[config.mk]
export PLATFORM = sky130hd
export DESIGN_NAME = hbuf_ring_ctrl
export DESIGN_NICKNAME = d
export VERILOG_FILES = /design/src/rtl/hbuf_ring_ctrl.sv
export SDC_FILE = /design/constraint.sdc
export NUM_CORES = 1
export LEC_CHECK = 0
export CORE_MARGIN = 2
export CORE_UTILIZATION = 56
export DETAILED_ROUTE_END_ITERATION = 6
export PLACE_DENSITY = 0.82
export RECOVER_POWER = 50
export SLEW_MARGIN = 20
export SYNTH_ARGS = -nofsm -noshare
export SYNTH_HDL_FRONTEND = slang
export SYNTH_SLANG_ARGS = --single-unit
[constraint.sdc]
create_clock -name clk -period 15 [get_ports clk]
set_input_delay 3 -clock clk [delete_from_list [all_inputs] [get_ports clk]]
set_output_delay 3 -clock clk [all_outputs]
set_load 0.03 [all_outputs]
[src/rtl/hbuf_ring_ctrl.sv]
// Ring-buffer page controller: hands staged pages to a DDR3 writer, tracks ring occupancy,
// and services four-phase page-free requests with optional drop-oldest overwrite.
module hbuf_ring_ctrl #(
  parameter int unsigned P_PG_W          = 16,
  parameter int unsigned P_PG_WORDS_LOG2 = 11,
  parameter int unsigned P_ADDR_W        = 28
) (
  input  logic                clk,
  input  logic                rst,
  input  logic                en,
  input  logic [P_PG_W-1:0]   start_pg,
  input  logic [P_PG_W-1:0]   stop_pg,
  input  logic                overwrite,
  input  logic [P_PG_W-1:0]   hwm,
  input  logic                pg_ready,
  output logic                pg_done,
  output logic                pg_req,
  input  logic                pg_ack,
  output logic [P_ADDR_W-1:0] pg_addr,
  input  logic                pg_clr_req,
  input  logic [P_PG_W-1:0]   pg_clr_cnt,
  output logic                pg_clr_ack,
  output logic [P_PG_W-1:0]   rd_pg_num,
  output logic [P_PG_W-1:0]   wr_pg_num,
  output logic [P_PG_W-1:0]   n_used_pgs,
  output logic                empty,
  output logic                full,
  output logic                hwm_flag,
  output logic [31:0]         n_dropped,
  output logic                cfg_err,
  output logic [P_PG_W-1:0]   first_pg,
  output logic [P_PG_W-1:0]   last_pg
);

  localparam int unsigned FullW = P_PG_W + P_PG_WORDS_LOG2;
  localparam logic [P_PG_W-1:0] PgOne = P_PG_W'(1);

  typedef enum logic [2:0] {
    StIdle,
    StReq,
    StAckLowWait,
    StAdv,
    StFull
  } state_e;

  state_e              state_q;
  logic                en_q;
  logic                clr_req_q;
  logic                clr_pend_q;
  logic [P_PG_W-1:0]   n_alloc_q;

  logic [P_PG_W-1:0]   wr_nxt;
  logic [P_PG_W-1:0]   rd_nxt;
  logic [P_PG_W-1:0]   n_used;
  logic [P_PG_W-1:0]   cnt_clip;
  logic [P_PG_W-1:0]   rd_off;
  logic [P_PG_W:0]     clr_sum;
  logic [P_PG_W:0]     clr_wrap;
  logic [P_PG_W-1:0]   rd_clr;
  logic [P_PG_W-1:0]   rd_eff;
  logic                clr_edge;
  logic                drop;
  logic                clr_now;
  logic                clr_frees;

  logic [FullW-1:0]    addr_full;
  logic [P_ADDR_W-1:0] wr_addr;

  assign addr_full = {wr_pg_num, {P_PG_WORDS_LOG2{1'b0}}};

  generate
    if (P_ADDR_W > FullW) begin : g_addr_pad
      assign wr_addr = {{(P_ADDR_W - FullW){1'b0}}, addr_full};
    end else begin : g_addr_trunc
      assign wr_addr = addr_full[P_ADDR_W-1:0];
    end
  endgenerate

  always_comb begin
    wr_nxt = (wr_pg_num == last_pg) ? first_pg : wr_pg_num + PgOne;
    rd_nxt = (rd_pg_num == last_pg) ? first_pg : rd_pg_num + PgOne;

    if (full) begin
      n_used = n_alloc_q;
    end else if (wr_pg_num == rd_pg_num) begin
      n_used = '0;
    end else if (wr_pg_num > rd_pg_num) begin
      n_used = wr_pg_num - rd_pg_num;
    end else begin
      n_used = n_alloc_q + wr_pg_num - rd_pg_num;
    end

    // Clipping to n_used keeps the sum below 2*n_alloc, so one conditional subtract wraps it.
    cnt_clip = (pg_clr_cnt > n_used) ? n_used : pg_clr_cnt;
    rd_off   = rd_pg_num - first_pg;
    clr_sum  = {1'b0, rd_off} + {1'b0, cnt_clip};
    clr_wrap = (clr_sum >= {1'b0, n_alloc_q}) ? clr_sum - {1'b0, n_alloc_q} : clr_sum;
    rd_clr   = first_pg + clr_wrap[P_PG_W-1:0];
  end

  assign clr_edge  = pg_clr_req && !clr_req_q && !pg_clr_ack;
  assign drop      = (state_q == StFull) && overwrite && pg_ready;
  // A drop owns the read pointer this cycle; a coincident clear waits one cycle.
  assign clr_now   = (clr_edge || clr_pend_q) && !drop;
  assign clr_frees = clr_now && (cnt_clip != '0);
  assign rd_eff    = clr_now ? rd_clr : rd_pg_num;

  assign empty = !en || (!rst && (rd_pg_num == wr_pg_num) && !full);

  always_ff @(posedge clk) begin
    if (rst || !en) begin
      state_q    <= StIdle;
      en_q       <= 1'b0;
      clr_req_q  <= 1'b0;
      clr_pend_q <= 1'b0;
      n_alloc_q  <= '0;
      first_pg   <= '0;
      last_pg    <= '0;
      rd_pg_num  <= '0;
      wr_pg_num  <= '0;
      full       <= 1'b0;
      cfg_err    <= 1'b0;
      pg_req     <= 1'b0;
      pg_done    <= 1'b0;
      pg_addr    <= '0;
      pg_clr_ack <= 1'b0;
      n_used_pgs <= '0;
      hwm_flag   <= 1'b0;
      n_dropped  <= '0;
    end else if (!en_q) begin
      // Enable rising edge: latch bounds and start from an empty ring.
      state_q    <= StIdle;
      en_q       <= 1'b1;
      clr_req_q  <= pg_clr_req;
      clr_pend_q <= 1'b0;
      n_alloc_q  <= stop_pg - start_pg + PgOne;
      first_pg   <= start_pg;
      last_pg    <= stop_pg;
      rd_pg_num  <= start_pg;
      wr_pg_num  <= start_pg;
      full       <= 1'b0;
      cfg_err    <= (stop_pg < start_pg);
      pg_req     <= 1'b0;
      pg_done    <= 1'b0;
      pg_addr    <= '0;
      pg_clr_ack <= pg_clr_req;
      n_used_pgs <= '0;
      hwm_flag   <= 1'b0;
      n_dropped  <= '0;
    end else begin
      clr_req_q  <= pg_clr_req;
      pg_done    <= 1'b0;
      n_used_pgs <= n_used;
      hwm_flag   <= (n_used >= hwm);

      if (clr_edge && drop) begin
        clr_pend_q <= 1'b1;
      end else if (clr_now) begin
        clr_pend_q <= 1'b0;
      end

      if (clr_now) begin
        pg_clr_ack <= 1'b1;
        rd_pg_num  <= rd_clr;
        if (clr_frees) begin
          full <= 1'b0;
        end
      end else if (!pg_clr_req) begin
        pg_clr_ack <= 1'b0;
      end

      unique case (state_q)
        StIdle: begin
          if (!cfg_err && pg_ready && !full) begin
            state_q <= StReq;
            pg_req  <= 1'b1;
            pg_addr <= wr_addr;
          end
        end
        StReq: begin
          if (pg_ack) begin
            state_q <= StAckLowWait;
            pg_req  <= 1'b0;
            pg_done <= 1'b1;
          end
        end
        StAckLowWait: begin
          if (!pg_ack) begin
            state_q <= StAdv;
          end
        end
        StAdv: begin
          wr_pg_num <= wr_nxt;
          if (wr_nxt == rd_eff) begin
            full    <= 1'b1;
            state_q <= StFull;
          end else begin
            full    <= 1'b0;
            state_q <= StIdle;
          end
        end
        StFull: begin
          if (drop) begin
            rd_pg_num <= rd_nxt;
            full      <= 1'b0;
            if (n_dropped != 32'hFFFF_FFFF) begin
              n_dropped <= n_dropped + 32'd1;
            end
            state_q <= StReq;
            pg_req  <= 1'b1;
            pg_addr <= wr_addr;
          end else if (clr_frees) begin
            state_q <= StIdle;
          end
        end
        default: state_q <= StIdle;
      endcase
    end
  end

endmodule

# == After elaboration in Yosys (flattened, before gate mapping) ==
# Index checks and enable logic that the tools add are counted.
# totals
reg_bits,168
inputBits,71
output_inout_bits,147
word_cells,125
# classes
add_sub_neg,12
magnitude_cmp,5
n_eq_ne,17
muxes,39
n_bitwise,2
n_reduce_logical,32
# op_table
op,n
2-to-1 mux 16 bit,13
equality test 16 bit,5
subtractor 16 bit,5
2-to-1 mux 28 bit,2
case mux 28 bit (2 select lines),1
"adder 16 x 1 -> 16 bit, second input constant",3
adder 16 bit,2
"adder 32 x 1 -> 32 bit, second input constant",1
> comparator 16 bit,2
"!= test 32 bit, second input constant",1
2-to-1 mux 3 bit,6
adder 16 x 16 -> 17 bit,1
greater-or-equal comparator 17 x 16 -> 1 bit,1
greater-or-equal comparator 16 bit,1
less-than comparator 16 bit,1
nonzero test 16 bit,1
case mux 3 bit (5 select lines),1
2-to-1 mux 1 bit,14
logical AND 1 bit,11
"!= test 2 bit, second input constant",4
AND reduction 4 bit,2
logical NOT 1 bit,7
"equality test 3 x 2 -> 1 bit, second input constant",2
AND reduction 3 bit,2
14 further kinds,18

# == Longest topological paths before layout ==
# depth
depth_word,15
mapped_depth,62
mapped_depth_nobuf,58

# == Least setup slack after synthesis ==
# No wires, ideal clock.
# synth_path
kind,reg-to-reg
start,register wr_pg_num[6]
end,register full
setup_ps,121
arrival_ps,11843
t_required_ps,14879
slack_ps,3036
path_stages_with_launch,62
path_buffers,4
period_less_slack_ps,11964
path_cell_list,dfxtp_1 clkbuf_1 inv_1 fa_1 inv_1 ha_1 or4_1 a211o_1 a31o_2 a21oi_1 o21ai_0 mux2i_1 or3_1 a32oi_1 ha_1 nand4_1 nor4_1 nor3_1 (+26 left out) clkbuf_1 nand2_1 o21ai_0 ha_1 inv_1 fa_1 nand3b_1 a21oi_1 nor3_1 o31a_1 o21bai_1 a21oi_1 xor2_1 o21ai_0 xnor2_1 nor3b_1 mux2i_1 nand2_1
# synth_between
elab_chain_cells,15
word_cells_on_any_way,27
cone_classes,add/sub: 7; order compare: 3; eq/ne: 3; mux: 12; reduce/logical: 2
# synth_lines
element,line_no,text
"start, declared",24,"output logic [P_PG_W-1:0] wr_pg_num,"
"start signal, assigned",140,wr_pg_num <= start_pg;
"start signal, assigned",193,wr_pg_num <= wr_nxt;
adder 16 bit,90,n_used = n_alloc_q + wr_pg_num - rd_pg_num;
subtractor 16 bit,90,
2-to-1 mux 16 bit,87,end else if (wr_pg_num > rd_pg_num) begin
2-to-1 mux 16 bit,85,end else if (wr_pg_num == rd_pg_num) begin
2-to-1 mux 16 bit,83,if (full) begin
> comparator 16 bit,94,cnt_clip = (pg_clr_cnt > n_used) ? n_used : pg_clr_cnt;
2-to-1 mux 16 bit,94,
adder 16 x 16 -> 17 bit,96,"clr_sum = {1'b0, rd_off} + {1'b0, cnt_clip};"
subtractor 16 bit or greater-or-equal comparator 17 x 16 -> 1 bit (tied branches),97,"clr_wrap = (clr_sum >= {1'b0, n_alloc_q}) ? clr_sum - {1'b0, n_alloc_q} : clr_sum;"
2-to-1 mux 16 bit,97,
adder 16 bit,98,rd_clr = first_pg + clr_wrap[P_PG_W-1:0];
2-to-1 mux 16 bit,106,assign rd_eff = clr_now ? rd_clr : rd_pg_num;
equality test 16 bit,194,if (wr_nxt == rd_eff) begin
2-to-1 mux 1 bit,194,
case mux 1 bit (2 select lines) *,172,unique case (state_q)
"end signal, assigned",195,full <= 1'b1;
"end signal, assigned",198,full <= 1'b0;
"end signal, assigned",205,full <= 1'b0;
"end, declared",27,"output logic full,"
# Every way passes the cells marked *; elsewhere a longest branch is shown, timed or not.
# A chain may end at the register's enable or synchronous reset.

# == Worst setup path after layout ==
# layout_path
start,register wr_pg_num[7]
end,register full
# The elaborated chain is that of the path after synthesis.

==> impl_metrics.csv <==
group,metric,value,unit
clock_network,hold_buffers,0,
floorplanning,ios,218,
detailed_routing,drtIter0Drc,1696,
timing,fin_setup_tns,0,ps
floorplanning,initial_core_util,57.0,%
floorplanning,core.rowCount,59,
synth,synth_top_cell_by_area,"dfxtp_1",
setup_path,max_stage_delay,620,ps
synth,synth_top_cell_area_share,21.1,%
timing,period_share,88.6,%
clock_network,htreeDepth,4,
timing,fin_ws,1710,ps
clock_network,cts_resized,0,
placement,hpwl,38.4,mm
flow_run,drv_cap,1,
synth,synth_edf_count,0,
placement,placedCellCount,2411,
timing,tightest_slew,3670,ps
setup_path,crit_buf_inv,5,
global_routing,grt_antenna_before_repair,0,
timing,max_freq,0.0752,GHz
detailed_routing,drc,0,
clock_network,worstSkewPairLatency,460,ps
clock_network,clk_pin_slew_worst_paths,80,ps
timing,setup_viol_count_final,0,
floorplanning,fp.dieH,167,um
floorplanning,placeableCoreArea,26000,um^2
setup_path,endpoint_kind,"register",
timing,hold_violations,0,
setup_path,critPathSlowestCell,"dfxtp_1",
global_routing,grt_start_max_net_pins,72,
min_path,hp-class,"reg2reg",
layout,seq_area,3130,um^2
global_routing,grtUsageTotal,34.8,%
synth,ys_ff_latch,156,
detailed_routing,viasPerCell,6.09,
synth,yosysWarnings,0,
layout,nFillCells,2146,
setup_path,cp-start-kind,"register",
synth,synth.most_common_cell,"inv_1",
setup_path,path_delay_family,"compound AO/OA/AOI/OAI gates",
detailed_routing,antenna_left,0,
setup_path,arrival,13630,ps
setup_path,required,15330,ps
placement,place_ws,2130,ps
clock_network,clockRootBuffer,"clkbuf_16",
synth,synthFlopType,"dfxtp_1",
detailed_routing,vias,14900,
run_status,violations,"max-capacitance violations, max-slew violations",
layout,multi_input_area,10600,um^2
detailed_routing,wire_per_inst,20.2,um
run_status,status,"finished with violations",
global_routing,grt_overflow,0,
synth,async_flop_share,0,%
global_routing,grt_pass1_wl,77.1,mm
layout,drive_above_1_share,3.98,%
timing,skew,17.8,ps
detailed_routing,firstDrtPassIters,6,
clock_network,numClockSinks,156,
clock_network,cts_buffers,17,
timing,relSlewSlack,-144,%
synth,synth_area_per_cell,7.68,um^2
floorplanning,dieArea,27800,um^2
placement,gp_congestion,1.03,
synth,synth.cells.most_frequent,"205 x inv_1, 193 x nor2_1, 171 x nand2_1",
timing,fin_crit,13290,ps
placement,io_buffer_count,205,
synth,ys_top_cells_by_area,"dfxtp_1 21%, ha_1 14%, xnor2_1 6.5%, a21oi_1 5.4%, inv_1 5.2%",
setup_path,crit_fanout,34,
detailed_routing,routed_wl,49.2,mm
layout,syn_to_final_growth,19.4,%
synth,syn_inst,1928,
global_routing,first_global_vias,14500,
layout,fin_cells,2443,
layout,antenna_cells,0,
setup_path,worst_path_most_repeated_cell,"a21oi_1",
clock_network,cts_tree,"done",
timing,maxSlewViolCount,72,
synth,synth.distinct_cells,84,
setup_path,crit_type,"reg2reg",
floorplanning,die_w,167,um
synth,yosysSeqAreaShare,21.1,%
clock_network,post-cts-setup-buffers,0,
clock_network,clk_path_buf_depth,2,
synth,syn_area,14800,um^2
timing,rsz0062_at_grt,"no",
layout,final_nets,2359,
layout make-up:
class | instances | area share (%)
clock buffer | 17 | 2.41
clock inverter | 15 | 1.08
inverter | 206 | 4.37
multi-input combinational | 1496 | 60.0
sequential | 156 | 17.7
tap | 335 | 2.37
timing repair buffer | 218 | 12.1
state kept, by name, indices dropped and copies added, names as in the netlist, 3 cells and up:
name / flops
n_dropped: 32
rd_pg_num: 16
n_alloc_q: 16
wr_pg_num: 16
last_pg: 16
first_pg: 16
state_q: 3
pg_addr: 16
n_used_pgs: 16
path summary, 6_finish.rpt:
path,depth (start not counted),from,slack (ps),end
worst max-delay path,56,wr_pg_num[7],1710,full
worst max register to register,56,wr_pg_num[7],1710,full
worst min-delay path,2,n_alloc_q[3],490,n_alloc_q[3]
worst min register to register,2,n_alloc_q[3],490,n_alloc_q[3]
cells in the final DEF, fill, tap and decap left out, types with 13 or more instances in the layout:
| cell | instances |
|---|---|
| nand4_1 | 21 |
| or3_1 | 13 |
| a21o_1 | 33 |
| nor2b_1 | 17 |
| dlygate4sd3_1 | 100 |
| xnor2_1 | 110 |
| dfxtp_1 | 155 |
| a21oi_1 | 159 |
| o21ai_0 | 95 |
| nand2_1 | 170 |
| clkbuf_16 | 17 |
| o21bai_1 | 13 |
| clkdlybuf4s50_1 | 105 |
| o211ai_1 | 25 |
| xor2_1 | 76 |
| ha_1 | 165 |
| a31oi_1 | 17 |
| nor4_1 | 17 |
| mux2i_1 | 64 |
| nor2_1 | 193 |
| nand3_1 | 48 |
| fa_1 | 28 |
| a211oi_1 | 21 |
| inv_1 | 205 |
| nor3_1 | 27 |
kinds of logic (layout without fill, tap and decap cells):
kind of cell,Yosys count,after routing,synth area share (%)
AO/OA/AOI/OAI,465,465,19.8
XOR/XNOR,186,186,11.0
adder cells (fa/ha/maj),194,194,17.8
buffers and inverters,287,456,7.71
flip-flops,156,156,21.1
multiplexers,71,71,4.88
other,1,12,0.0253
AND/OR/NAND/NOR,568,568,17.7
per-layer routing:
metal | GRT usage [%] | share of wire (%)
met1 | 45.2 | 41
met4 | 15.2 | 4.6
met2 | 56.0 | 45
met5 | 0 | 0
met3 | 6.96 | 10
tightest hold or removal path, cell delays in order, from the launching register on:
cell and delay [ps]:
dfxtp_1 330, nand2_1 60, a21oi_1 50
per-stage QoR:
step           utilization (%)  instance area [um^2]  hold slack (ps)
6_report                  68.1                 17700              489
5_1_grt                   68.1                 17700              509
4_1_cts                   68.1                 17700              488
3_5_place_dp              65.7                 17100              477
3_3_place_gp              65.7                 17100              472
2_1_floorplan                -                 14900              445
Power is not shown: default switching activity piles up to over one toggle a cycle in this logic, so the estimate is an artifact.
